**src/rtl/rv_pkg.sv**
```systemverilog
// Shared core definitions: datapath widths, load funct3 encodings
// and the x0 register index.
package rv_pkg;

    localparam int XLEN   = 32;
    localparam int REG_AW = 5;

    localparam logic [2:0] F3_LB  = 3'b000;
    localparam logic [2:0] F3_LH  = 3'b001;
    localparam logic [2:0] F3_LW  = 3'b010;
    localparam logic [2:0] F3_LBU = 3'b100;
    localparam logic [2:0] F3_LHU = 3'b101;

    localparam logic [REG_AW-1:0] X0 = '0;

endpackage

```
**src/rtl/load_align.sv**
```systemverilog
// Load data formatter: picks the byte/halfword addressed by the low
// address bits, extends it, and flags funct3 codes that are not loads.
module load_align
    import rv_pkg::*;
(
    input  logic [31:0] data_i,
    input  logic [1:0]  addr_lo_i,
    input  logic [2:0]  funct3_i,
    output logic [31:0] data_o,
    output logic        illegal_o
);

    logic [7:0]  byte_sel;
    logic [15:0] half_sel;

    always_comb begin
        byte_sel = data_i[7:0];
        case (addr_lo_i)
            2'd0:    byte_sel = data_i[7:0];
            2'd1:    byte_sel = data_i[15:8];
            2'd2:    byte_sel = data_i[23:16];
            default: byte_sel = data_i[31:24];
        endcase
        // Halfword and word accesses ignore the sub-size address bits
        half_sel = addr_lo_i[1] ? data_i[31:16] : data_i[15:0];
    end

    always_comb begin
        data_o    = '0;
        illegal_o = 1'b0;
        case (funct3_i)
            F3_LB:   data_o = {{24{byte_sel[7]}}, byte_sel};
            F3_LBU:  data_o = {24'd0, byte_sel};
            F3_LH:   data_o = {{16{half_sel[15]}}, half_sel};
            F3_LHU:  data_o = {16'd0, half_sel};
            F3_LW:   data_o = data_i;
            default: illegal_o = 1'b1;
        endcase
    end

endmodule

```
**src/rtl/wb_unit.sv**
```systemverilog
// Writeback unit: arbitrates ALU and load results onto the register
// file write port and tracks outstanding destinations for issue.
module wb_unit
    import rv_pkg::*;
#(
    parameter int XLEN = rv_pkg::XLEN
) (
    input  logic              CLK,
    input  logic              RST,
    input  logic              ALU_VALID,
    output logic              ALU_READY,
    input  logic [4:0]        ALU_RD,
    input  logic [XLEN-1:0]   ALU_RES,
    input  logic              LD_VALID,
    output logic              LD_READY,
    input  logic [4:0]        LD_RD,
    input  logic [XLEN-1:0]   LD_DATA,
    input  logic [1:0]        LD_ADDR_LO,
    input  logic [2:0]        LD_FUNCT3,
    input  logic              ISSUE_VALID,
    input  logic [4:0]        ISSUE_RD,
    output logic [4:0]        A3,
    output logic [XLEN-1:0]   WD3,
    output logic              WE,
    output logic              LD_ERR,
    output logic [XLEN-1:0]   PEND
);

    logic [XLEN-1:0] la_data;
    logic            la_illegal;

    load_align u_load_align (
        .data_i    (LD_DATA),
        .addr_lo_i (LD_ADDR_LO),
        .funct3_i  (LD_FUNCT3),
        .data_o    (la_data),
        .illegal_o (la_illegal)
    );

    logic            owed_q, owed_d;
    logic [4:0]      a3_q, a3_d;
    logic [XLEN-1:0] wd3_q, wd3_d;
    logic            we_q, we_d;
    logic            err_q, err_d;
    logic [XLEN-1:0] pend_q, pend_d;

    logic            alu_xfer, ld_xfer, xfer;
    logic [4:0]      sel_rd;
    logic [XLEN-1:0] sel_res;
    logic            sel_legal;

    // Load has priority unless the ALU was already turned away
    assign LD_READY  = !RST && !(ALU_VALID && owed_q);
    assign ALU_READY = !RST && (!LD_VALID || owed_q);

    assign alu_xfer = ALU_VALID && ALU_READY;
    assign ld_xfer  = LD_VALID && LD_READY;
    assign xfer     = alu_xfer || ld_xfer;

    always_comb begin
        sel_rd    = ALU_RD;
        sel_res   = ALU_RES;
        sel_legal = 1'b1;
        if (ld_xfer) begin
            sel_rd    = LD_RD;
            sel_res   = la_data;
            sel_legal = !la_illegal;
        end
    end

    always_comb begin
        owed_d = owed_q;
        if (alu_xfer)
            owed_d = 1'b0;
        else if (ALU_VALID && !ALU_READY)
            owed_d = 1'b1;

        a3_d  = a3_q;
        wd3_d = wd3_q;
        we_d  = 1'b0;
        err_d = ld_xfer && la_illegal;
        if (xfer) begin
            a3_d  = sel_rd;
            wd3_d = sel_res;
            we_d  = sel_legal && (sel_rd != X0);
        end

        // Clear before set so a same-cycle reissue stays pending
        pend_d = pend_q;
        if (xfer)
            pend_d[sel_rd] = 1'b0;
        if (ISSUE_VALID && ISSUE_RD != X0)
            pend_d[ISSUE_RD] = 1'b1;
        pend_d[0] = 1'b0;
    end

    always_ff @(posedge CLK) begin
        if (RST) begin
            owed_q <= 1'b0;
            a3_q   <= '0;
            wd3_q  <= '0;
            we_q   <= 1'b0;
            err_q  <= 1'b0;
            pend_q <= '0;
        end else begin
            owed_q <= owed_d;
            a3_q   <= a3_d;
            wd3_q  <= wd3_d;
            we_q   <= we_d;
            err_q  <= err_d;
            pend_q <= pend_d;
        end
    end

    // A write already registered when reset rises must not reach the file
    assign A3     = a3_q;
    assign WD3    = wd3_q;
    assign WE     = we_q && !RST;
    assign LD_ERR = err_q && !RST;
    assign PEND   = pend_q;

endmodule
```
**config.mk**
```make
export PLATFORM = sky130hd
export DESIGN_NAME = wb_unit
export DESIGN_NICKNAME = d
export VERILOG_FILES = /design/src/rtl/rv_pkg.sv /design/src/rtl/load_align.sv /design/src/rtl/wb_unit.sv
export SDC_FILE = /design/constraint.sdc
export NUM_CORES = 1
export LEC_CHECK = 0
export BUFFER_PORTS_ARGS = -buffer_cell sky130_fd_sc_hd__buf_2
export CORE_MARGIN = 2
export CORE_UTILIZATION = 45
export CTS_CLUSTER_SIZE = 28
export DETAILED_ROUTE_END_ITERATION = 6
export PLACE_DENSITY = 0.75
export SLEW_MARGIN = 25
export SYNTH_ARGS = -nofsm -noshare
export SYNTH_HDL_FRONTEND = slang
export SYNTH_SLANG_ARGS = --single-unit
```
**constraint.sdc**
```tcl
create_clock -name CLK -period 1.7 [get_ports CLK]
set_clock_uncertainty 0.1 [all_clocks]
set_input_delay 0.17 -clock CLK [delete_from_list [all_inputs] [get_ports CLK]]
set_output_delay 0.17 -clock CLK [all_outputs]
set_load 0.03 [all_outputs]
```
==> impl_results.md <==
* Final wirelength at roughly 14 mm
* Leftover overflow at the end of global routing at 0
* Number of setup violations in the final report at 0
* Critical path startpoint: owed_q$_SDFFE_PP0P_
* Clock tree from TritonCTS: yes
* Lkg Pwr at 0.002525 uW
* Number of buffers and inverters on the critical path at 1
* Number of cells on the critical path at 5
* Fraction of final layout cells sized beyond drive strength 1 at 39.56%
* Result of the run: complete, no violations
* Final Hold Vio Count at 0
* Clock Power Share at about a third
* Type of element capturing the critical path: register
* Max stage delay on crit path at ~450 ps
* Total global routing track utilization at 27.69%
* Achievable clock frequency at slightly below 600 MHz
* Synth area leaders: sky130_fd_sc_hd__dfxtp_1 34%, sky130_fd_sc_hd__a21oi_1 6.2%, sky130_fd_sc_hd__a311oi_1 5.8%, sky130_fd_sc_hd__nor2_1 5.1%, sky130_fd_sc_hd__a211oi_1 4.6%
* Fraction of post-synthesis cell area in the top cell type by area at 33.61%
* Num CTS Buffers at 9
* Core area at 0.009196 mm2
* Ys flop type: sky130_fd_sc_hd__dfxtp_1
* Reg area at 0.001423 mm2
* Max H-tree Level at 3
* Number of rows in the core area at 35
* Critical Path Source Type: register
* Count leader, synth: sky130_fd_sc_hd__dfxtp_1
* Proportion of total power due to net switching at approximately 32%
* Max-slew violation total from the final report at 0
* Number of antenna violations at the first check in global routing at 0
* Post-synth net total at between 500 and 600
* Placed Instances at 771
* Via count of the first global-routing pass at between 4000 and 5000
* Post-synth EDFFs at 0
* Final net count at 769
* Clock slew seen by the registers of the worst setup and hold paths at around 90 ps
* Worst slack at placement at -262.6 ps
* Area added between synthesis and finish at 38.58%
* Worst VDD drop at around 0.46 mV
* Total negative slack at 0 ps
* Commonest cells post-synth: 71 x sky130_fd_sc_hd__dfxtp_1, 57 x sky130_fd_sc_hd__nor2_1, 52 x sky130_fd_sc_hd__a21oi_1
* Netlist Area Pre-Place at around 0.0042 mm2
* Die Span Y at approximately 100 um
* DRC violations left at 0
* Tightest slew margin relative to the limit at roughly 62%
* Detailed-router iteration count before antenna repair at 5
* Internal Power at slightly above 3000 uW
* Die W at ~100 um
* Worst-margin pin slew at between 500 and 600 ps
* Setup repair after global routing missed its margin: true
* Number of nets still failing antenna checks after routing at 0
* Power Dens Cells at around 770 mW/mm2
* Least setup slack across all paths after layout at ~18 ps
* Worst endpoint required time at between 1500 and 2000 ps
* Post-layout instance count excluding filler cells at 796
* Capture point of the critical path: PEND[16]$_SDFF_PP0_
* Worst reg2reg path startpoint: owed_q$_SDFFE_PP0P_
* Clk Tree Root Cell: sky130_fd_sc_hd__clkbuf_8
* Number of cells traversed by the worst register-to-register path at 5
* Async set-or-reset flop fraction in the synthesized netlist at 0%
* Total area of multi-input combinational cells at 0.002725 mm2
* Critical path, cell by cell: a21o_4 -> or4_1 -> a21oi_2 -> buf_6 -> a311oi_1
* Via-per-instance ratio at around 6
* Number of top-level pins at ~160
* Pin count of the biggest net entering global routing at 46
* Classification of the worst-slack hold path: in2reg
* Minimum clock period after layout at ~1700 ps
* Synthesized instance count at 499
* Portion of the clock cycle consumed by the worst path in the final layout at between 90 and 100%
* Worst flop-to-flop path endpoint: PEND[16]$_SDFF_PP0_
* Crit Path Category: reg2reg
* CP arrival at 1790 ps
* Clock latency on the worst-skew pair at 340 ps
* Area of the die at between 0.01 and 0.015 mm2
* TritonCTS sink count at 71
* Number of antenna diodes at 0
* IO Port Bufs at 160
* Number of DRC markers in iteration 0 at approximately 380
* Peak fanout along the critical path at 7
* Setup slack of the most critical reg-to-reg path at about 18 ps
* Delay-heaviest family, CP: compound AO/OA/AOI/OAI gates
* Post-synthesis cell type with the largest combined area: sky130_fd_sc_hd__dfxtp_1
* DP HPWL at ~10 mm
* Flop and latch count out of synthesis at between 70 and 80
* Bufs on Longest Clock Path at 2
* Sequential Power Share at around two fifths
* Cell with the largest stage delay on the worst path: sky130_fd_sc_hd__or4_1
* Fill cells at 794
* Sequential fraction of the synthesis area at about 34%
* Avg Synthesized Cell Area at ~8.5 um2
* Comb power frac at ~25%
* Power spent charging and discharging nets at around 1500 uW
* Synth warn at 0
* Initial core utilization at 45.99%
* Global-route wire length before repair at around 23 mm
* Number of distinct library cell variants in the gate-level netlist after synthesis at 56
* RePlAce Congestion at around 0.94
* Per-cell routed wire length at between 15 and 20 um
* Via total after detailed routing at about 4800
* Number of maximum-capacitance violations at 0
==> area by class of cell <==
class / instances / area share (%)
timing repair buffer: 214 / 22.61
inverter: 4 / 0.3416
sequential: 71 / 24.27
clock buffer: 9 / 2.114
clock inverter: 7 / 1.793
tap: 111 / 2.370
multi-input combinational: 380 / 46.50
==> worst reg2reg max path: stages (launching register included) <==
cell,delay (ps)
sky130_fd_sc_hd__dfxtp_2,340
sky130_fd_sc_hd__a21o_4,250
sky130_fd_sc_hd__or4_1,450
sky130_fd_sc_hd__a21oi_2,160
sky130_fd_sc_hd__buf_6,160
sky130_fd_sc_hd__a311oi_1,100
==> sequential cells by signal, summed over array words and instances, names as in the netlist <==
| name | flops |
|---|---|
| err_q | 1 |
| PEND | 31 |
| owed_q | 1 |
| WD3 | 32 |
| A3 | 5 |
| we_q | 1 |
==> worst min path at each step <==
| stage | startpoint | end | slack, ps | cells after the start |
|---|---|---|---|---|
| after global placement | ALU_RES[9] | WD3[9]$_SDFFE_PP0N_ | 360 | 3 |
| after floorplan | ALU_VALID | owed_q$_SDFFE_PP0P_ | 220 | 2 |
| after global routing | ALU_RD[1] | A3[1]$_SDFFE_PP0N_ | 30 | 3 |
| final | ALU_RD[1] | A3[1]$_SDFFE_PP0N_ | 20 | 3 |
| after detailed placement | ALU_RES[8] | WD3[8]$_SDFFE_PP0N_ | 370 | 3 |
| after CTS | ALU_RD[1] | A3[1]$_SDFFE_PP0N_ | 5 | 3 |
==> power by group through the flow <==
stage / logic [uW] / registers (uW) / clock network [uW]
4_1_cts: 1060 / 1790 / 1580
5_1_grt: 1220 / 1800 / 1660
3_5_place_dp: 1050 / 1830 / 0
2_1_floorplan: 482 / 1980 / 0
3_3_place_gp: 1030 / 1830 / 0
6_report: 1140 / 1790 / 1570
==> routing by layer <==
metal	global-route usage [%]	wire, um	part of all wire (%)
met1	37.53	6212	43
met2	44.10	6773	47
met3	4.092	1052	7.3
met4	11.64	459	3.2
met5	0	0	0
==> cells in the final DEF, fill, tap and decap left out, drive strengths merged, types with 14 or more instances in the layout <==
cell	netlist	final
a2111oi	14	14
a211oi	26	26
and2	24	24
buf	22	211
o31ai	16	16
dfxtp	71	71
nor2	58	58
nand2	45	45
a21oi	53	53
a311oi	28	28
==> metrics by stage <==
step / util [%] / area, um2 / hold slack [ps] / power (uW)
2_1_floorplan: - / 4229 / 221.5 / 2460
3_3_place_gp: 58.11 / 5344 / 358.0 / 2855
3_5_place_dp: 58.11 / 5344 / 367.4 / 2875
4_1_cts: 61.10 / 5619 / 4.845 / 4437
5_1_grt: 63.73 / 5861 / 26.84 / 4681
6_report: 63.73 / 5861 / 22.87 / 4500
==> kinds of logic (layout without fill, tap and decap cells) <==
kind of cell / after synthesis / after routing / share of synthesized area (%)
buffers and inverters: 48 / 234 / 5.740
other: 1 / 1 / 0.08867
AOI/OAI and AO/OA: 198 / 198 / 33.70
muxes: 12 / 12 / 5.740
and+or+nand+nor: 169 / 169 / 21.12
DFF: 71 / 71 / 33.61
==> what timing repair did <==
action,CTS,global route
buffers inserted,0,6
gates resized for setup,7,36
endpoints found under the hold margin,2,0
pin swaps,2,13
hold buffers,2,0
gates cloned,0,1
setup endpoints to repair,9,53
Note: power is estimated with default switching activity, not from simulation.
